### config.mk
export PLATFORM = sky130hd
export DESIGN_NAME = acc_bias_128
export DESIGN_NICKNAME = d
export VERILOG_FILES = /design/src/rtl/acc_bias_128.sv
export SDC_FILE = /design/constraint.sdc
export NUM_CORES = 1
export LEC_CHECK = 0
export CAP_MARGIN = 20
export CORE_ASPECT_RATIO = 0.7
export CORE_MARGIN = 2
export CORE_UTILIZATION = 54
export CTS_CLUSTER_DIAMETER = 120
export DETAILED_ROUTE_END_ITERATION = 16
export GPL_ROUTABILITY_DRIVEN = 0
export PLACE_DENSITY = 0.87
export REMOVE_ABC_BUFFERS = 1
export SLEW_MARGIN = 20
export SYNTH_ARGS = -nofsm -noshare
export SYNTH_HDL_FRONTEND = slang
export SYNTH_SLANG_ARGS = --single-unit
### constraint.sdc
create_clock -name clk -period 5.72 [get_ports clk]
set_clock_uncertainty 0.15 [all_clocks]
set_input_delay 0.572 -clock clk [delete_from_list [all_inputs] [get_ports clk]]
set_output_delay 0.572 -clock clk [all_outputs]
set_load 0.05 [all_outputs]
### src/rtl/acc_bias_128.sv
// rtl/acc_bias_128.sv - per-column tile accumulator with first-beat bias add and valid/ready result register
// Optional build macro ACC_SAT_EN: clamp each addition to the AB_BW signed range and report a sticky o_acc_sat.
module acc_bias_128 #(
    parameter int COLS   = 5,
    parameter int PS_BW  = 16,
    parameter int BI_BW  = 16,
    parameter int AB_BW  = 25,
    parameter int CNT_BW = 8
) (
    input  logic                    clk,
    input  logic                    rst,
    input  logic                    i_bias_we,
    input  logic [BI_BW*COLS-1:0]   i_bias_data,
    input  logic                    i_ps_valid,
    input  logic                    i_ps_last,
    input  logic [PS_BW*COLS-1:0]   i_ps_data,
    output logic                    o_ps_ready,
    output logic                    o_acc_valid,
    input  logic                    i_acc_ready,
    output logic [AB_BW*COLS-1:0]   o_acc_bias,
`ifdef ACC_SAT_EN
    output logic [CNT_BW-1:0]       o_beat_cnt,
    output logic                    o_acc_sat
`else
    output logic [CNT_BW-1:0]       o_beat_cnt
`endif
);

    typedef enum logic [1:0] {S_FIRST, S_ACCUM, S_OUT} state_t;

    state_t                   state;
    logic signed [BI_BW-1:0]  bias    [COLS];
    logic signed [AB_BW-1:0]  acc     [COLS];
    logic signed [AB_BW-1:0]  acc_nxt [COLS];
    logic                     accept;
`ifdef ACC_SAT_EN
    logic                     any_clamp;
`endif

    // Ready is forced low during reset so no beat is taken while the tile is being abandoned.
    assign o_ps_ready = ~rst && (state != S_OUT);
    assign accept     = i_ps_valid && o_ps_ready;

    always_comb begin
        logic signed [AB_BW-1:0] ps_x;
        logic signed [AB_BW-1:0] base;
`ifdef ACC_SAT_EN
        logic [AB_BW:0]          sum;
        any_clamp = 1'b0;
`else
        logic [AB_BW-1:0]        sum;
`endif
        for (int i = 0; i < COLS; i++) begin
            ps_x = AB_BW'($signed(i_ps_data[(i+1)*PS_BW-1 -: PS_BW]));
            base = (state == S_FIRST) ? AB_BW'(bias[i]) : acc[i];
`ifdef ACC_SAT_EN
            sum  = {base[AB_BW-1], base} + {ps_x[AB_BW-1], ps_x};
            if (sum[AB_BW] != sum[AB_BW-1]) begin
                acc_nxt[i] = sum[AB_BW] ? {1'b1, {(AB_BW-1){1'b0}}} : {1'b0, {(AB_BW-1){1'b1}}};
                any_clamp  = 1'b1;
            end else begin
                acc_nxt[i] = sum[AB_BW-1:0];
            end
`else
            sum        = base + ps_x;
            acc_nxt[i] = sum;
`endif
        end
    end

    always_ff @(posedge clk) begin
        if (rst) begin
            state       <= S_FIRST;
            o_acc_valid <= 1'b0;
            o_beat_cnt  <= '0;
`ifdef ACC_SAT_EN
            o_acc_sat   <= 1'b0;
`endif
            for (int i = 0; i < COLS; i++) begin
                acc[i]  <= '0;
                bias[i] <= '0;
            end
        end else begin
            // The adders read the old bias, so a write never touches the tile it overlaps.
            if (i_bias_we) begin
                for (int i = 0; i < COLS; i++)
                    bias[i] <= i_bias_data[(i+1)*BI_BW-1 -: BI_BW];
            end
            case (state)
                S_FIRST: begin
                    if (accept) begin
                        for (int i = 0; i < COLS; i++) acc[i] <= acc_nxt[i];
                        o_beat_cnt <= CNT_BW'(1);
`ifdef ACC_SAT_EN
                        o_acc_sat  <= any_clamp;
`endif
                        if (i_ps_last) begin
                            state       <= S_OUT;
                            o_acc_valid <= 1'b1;
                        end else begin
                            state <= S_ACCUM;
                        end
                    end
                end
                S_ACCUM: begin
                    if (accept) begin
                        for (int i = 0; i < COLS; i++) acc[i] <= acc_nxt[i];
                        if (o_beat_cnt != {CNT_BW{1'b1}})
                            o_beat_cnt <= o_beat_cnt + 1'b1;
`ifdef ACC_SAT_EN
                        o_acc_sat  <= o_acc_sat | any_clamp;
`endif
                        if (i_ps_last) begin
                            state       <= S_OUT;
                            o_acc_valid <= 1'b1;
                        end
                    end
                end
                S_OUT: begin
                    if (i_acc_ready) begin
                        state       <= S_FIRST;
                        o_acc_valid <= 1'b0;
                    end
                end
                default: state <= S_FIRST;
            endcase
        end
    end

    for (genvar g = 0; g < COLS; g++) begin : g_pack
        assign o_acc_bias[(g+1)*AB_BW-1 -: AB_BW] = acc[g];
    end

endmodule

**Word level (Yosys, flattened, before mapping)**

Memories as Yosys holds them, arrays and structs flattened.
Cells that the tools add are included.
Widths: inputs -> output; s select.

- Input port bits: 166
- Word-level logic and storage cells: 93
- Bits in writable memories: 205
- Register bits after elaboration: 11
- Memories: 2
- Output and inout port bits: 135

- Equal/unequal tests: 11
- Reduce and logical (&&, ||, !) cells: 9
- Multiplexer cells: 46
- Add/sub/neg operators: 6
- Bitwise operators: 16

Memory list:

| name | words | bits a word | rd ports | clocked after memory_dff | wr ports | line | source |
|---|---|---|---|---|---|---|---|
| acc | 5 | 25 | 5 | 0 | 5 | 33 | `logic signed [AB_BW-1:0] acc [COLS];` |
| bias | 5 | 16 | 5 | 0 | 5 | 32 | `logic signed [BI_BW-1:0] bias [COLS];` |

Operators by type and width:

| kind | count |
|---|---|
| $mux 25 | 15 |
| $add 25x16->25 | 5 |
| $mux 16 | 5 |
| $mux 8 | 3 |
| $pmux 8 s2 | 1 |
| $mux 1 | 15 |
| $or 1x1->1 | 15 |
| $ne 2x2->1 const B | 6 |
| $reduce_and 4->1 | 3 |
| $mux 2 | 5 |
| $add 8x1->8 const B | 1 |
| $ne 8x8->1 const B | 1 |
| $pmux 2 s3 | 1 |
| $ne 2x1->1 const B | 2 |
| $reduce_bool 2->1 | 2 |
| $eq 2x1->1 const B | 1 |
| $eq 2x2->1 const B | 1 |
| $logic_and 1x1->1 | 2 |
| $logic_not 2->1 | 1 |
| $pmux 1 s2 | 1 |
| $reduce_or 2->1 | 1 |
| $not 1->1 | 1 |

**Depth between registers and ports, before layout**

- Word-level depth: 9
- Mapped depth: 16
- Depth with buffers taken out: 12

**Worst setup path before layout**

No wires, ideal clock.

- Path kind: input to register
- Start: input rst
- End: memory acc[0][0], enable pin
- Cell stages on the path: 6
- Setup time: 1.101 ns
- Slack: 0.828 ns
- Path buffers: 3
- Required time: 4.469 ns
- Data arrival time: 3.641 ns
- Cell sequence: clkbuf_1 nor2_1 nand2_1 clkbuf_1 clkbuf_1 nand2b_1

RTL lines:

| item | line | source |
|---|---|---|
| start: declaration | 11 | `input logic rst,` |
| end: declaration | 33 |  |

==> results by group <==
Layout
  • Area of the multi-input gates: about 9000 um^2
  • Layout cell share with drive strength beyond 1: 3.63%
  • Post-route cell area: between 15000 and 20000 um^2
  • Syn-to-layout area delta: 25.9%
  • FF/Latch Area: 6380 um^2
  • Final net count: roughly 2.3k
  • Final core utilization: 68.5%
  • Fill count: 2220

Synthesis
  • Synth Register Bits: 216
  • Ys Warns: 0
  • Synth area leaders: edfxtp_1, ha_1, nand2_1, a21o_1, a21oi_1
  • Avg Cell Area, Syn: 9.13 um^2
  • Post-Synthesis Cells: 1711
  • Count leader, synth: nand2_1
  • Cell type with the largest total area after synthesis: edfxtp_1
  • Number of enable flip-flop cells after synthesis: 205
  • Top FF cell, synth: edfxtp_1
  • Synth top area share: 39.4%
  • Mapped Area: 15600 um^2
  • Asr flop ratio synth: 0%
  • Synth top cells by count: nand2_1, edfxtp_1, nor2_1, ha_1, a21oi_1
  • Sequential area share after synthesis: 40.8%
  • Synth unique cells: 63

Pwr
  • Leak: 8.65 nW
  • Clock share of power: 25.7%
  • Logic pwr share: 39.7%
  • Seq pwr share: 34.6%
  • Pwr Density: 296 nW/um^2
  • Net Switching: 2.17 mW
  • Switching share of power: between 30% and 40%
  • Maximum resistive drop on vdd: 211 uV
  • Internal power: approximately 3.6 mW

Routing
  • Vias: approximately 14k
  • DRT Pass-1 Iters: 6
  • # DRC: 0
  • Initial DRC count: 1321
  • WL/cell: 19.5 um
  • Vias/cell: 6.05
  • Post-Route WL: between 40000 and 50000 um
  • Routed Antenna Nets: 0

Floorplanning
  • Core Region: 28700 um^2
  • Io pins: 301
  • DIE WIDTH: 207 um
  • Die height: 146 um
  • Initial core utilization: 54.4%
  • Die area: 30300 um^2
  • Cell Rows: 52

Clock network
  • Num CTS Buffers: 23
  • Sinks on Clock Net: 216
  • Clk pin slew, worst setup/hold paths: 0.06 ns
  • Post-CTS Setup Bufs: 0
  • Cts repair resizes: 0
  • Number of H-tree levels: 1
  • CTS Hold Bufs: 0
  • Root Buffer: clkbuf_16
  • CTS tree: yes
  • Clk_lat worst skew: 0.55 ns
  • CTS Buffer Depth: 3

Timing
  • Worst Tran Pin Value: 1.07 ns
  • Setup TNS: 0 ns
  • Tcrit/Tclk final: around 76%
  • Max Slew Vio Count: 0
  • Max-slew headroom: 28.4%
  • Final Hold Fails: 0
  • Final setup violation count: 0
  • Worst hold slack: 0.387 ns
  • RSZ-0062 raised after global routing: no
  • Crit path time final: 4.33 ns
  • Fmax: between 200 and 250 MHz

Global route
  • Vias in the first global route: 13.8k
  • Pin count of the biggest net entering global routing: 83
  • Gr usage total: about 29%
  • Initial antenna violation count: 4
  • GR Util met3: 6.09%
  • M2 GR Usage: 46.5%
  • First-pass GRT wire length: 72500 um
  • Gr busiest metal: met2
  • Grt ovf: 0
  • GR Util met1: ~40%

Hold path
  • Hold crit path type: reg -> reg
  • Hold Crit Endpoint: o_acc_valid
  • Min-delay src: o_acc_valid
  • Hold path depth: 2

Critical path
  • Worst setup SP type: flop
  • Worst Path Class, Setup: reg -> reg
  • Crit path arrival time: 4.43 ns
  • Worst R2R Path Depth: 11
  • Worst reg2reg setup slack: 1.39 ns
  • R2r startpoint: state[1]
  • Worst EP required: 5.82 ns
  • Worst R2R End: acc[0][24]
  • Worst Path Max Fanout: 60
  • Crit. End Element: flop

Outcome
  • Status: complete, no violations

Placed design
  • Detailed placement HPWL: 33400 um
  • Count of input and output buffers: 300
  • Placed Area: 18900 um^2

Job
  • MaxCap Viol Count: 0
-- cells by family (layout without fill, tap and decap cells) --
group	Yosys count	in the layout	synth area share, %
adders and majority gates	129	129	10.6
muxes	5	5	0.320
AOI/OAI and AO/OA	464	464	19.8
buffers and inverters	109	380	2.64
DFF	216	216	40.8
other	0	3	0
xor gates and xnor gates	90	90	5.05
and+or+nand+nor	698	698	20.7
-- metal layers --
layer	part of all wire (%)	up-vias
met4	3.7	2
met5	0.035	-
met3	9.2	123
met2	44	740
met1	43	6691
li1	-	6741
-- flip-flops by register name, indices dropped and copies added (netlist names) --
| signal | count |
|---|---|
| state | 2 |
| acc | 125 |
| bias | 80 |
| o_beat_cnt | 8 |
| o_acc_valid | 1 |
-- worst max-delay path by stage --
stage / from / end / slack, ns / cells after the start
2_1_floorplan: rst / acc[0][0] / -1.05 / 3
3_3_place_gp: state[0] / acc[0][45] / 1.63 / 12
3_5_place_dp: state[0] / acc[0][24] / 1.47 / 11
4_1_cts: state[0] / acc[0][24] / 1.45 / 11
5_1_grt: state[0] / acc[0][24] / 1.08 / 11
6_report: state[1] / acc[0][24] / 1.39 / 11
-- layout make-up --
class | count | share of cell area [%]
diodes | 3 | 0.0382
flip-flops and latches | 216 | 32.4
inverters | 28 | 0.535
well taps | 378 | 2.41
clock inverters | 16 | 0.554
repair buffers | 311 | 15.8
clock buffers | 25 | 3.18
multi-input cells | 1386 | 45.1
-- power by group through the flow --
| stage | logic, mW | clock network, mW | registers (mW) |
|---|---|---|---|
| 6_report | 2.31 | 1.49 | 2.01 |
| 5_1_grt | 2.49 | 1.58 | 2.02 |
| 4_1_cts | 2.28 | 1.51 | 2.01 |
| 3_5_place_dp | 2.26 | 0 | 2.04 |
| 3_3_place_gp | 2.20 | 0 | 2.04 |
| 2_1_floorplan | 1.24 | 0 | 2.37 |
-- through the flow --
| step | setup WS, ns | total power, mW | std cells |
|---|---|---|---|
| after floorplan | -1.05 | 3.62 | 1630 |
| after global placement | 1.63 | 4.24 | 2319 |
| after detailed placement | 1.47 | 4.30 | 2319 |
| after CTS | 1.45 | 5.80 | 2360 |
| after global routing | 1.08 | 6.09 | 2362 |
| final | 1.39 | 5.81 | 2363 |
-- critical path, cell delays in order, from the launching register on --
cell and delay [ns]:
dfxtp_1 0.48, or2_4 0.72, buf_4 0.47, a21o_1 0.18, ha_1 0.28, and3_1 0.34, nand2_1 0.12, or4_1 0.55
o32ai_1 0.25, o21ai_1 0.19, mux2i_1 0.17, o21ai_0 0.09
-- cells in the final DEF, fill, tap and decap left out, drive strengths merged, types with 19 or more instances in the layout --
cell | netlist | final
nor3 | 31 | 31
ha | 124 | 124
nand2 | 286 | 286
clkbuf | 73 | 25
clkdlybuf4s50 | 0 | 300
a211oi | 39 | 39
a21oi | 122 | 122
and2 | 94 | 94
edfxtp | 205 | 205
nand3 | 29 | 29
a21o | 116 | 116
nand4 | 22 | 22
o21ai | 63 | 63
xor2 | 51 | 51
nor2 | 146 | 146
xnor2 | 39 | 39
a31oi | 19 | 19
inv | 28 | 30
and3 | 33 | 33
Power figures use the tool's default switching activity.
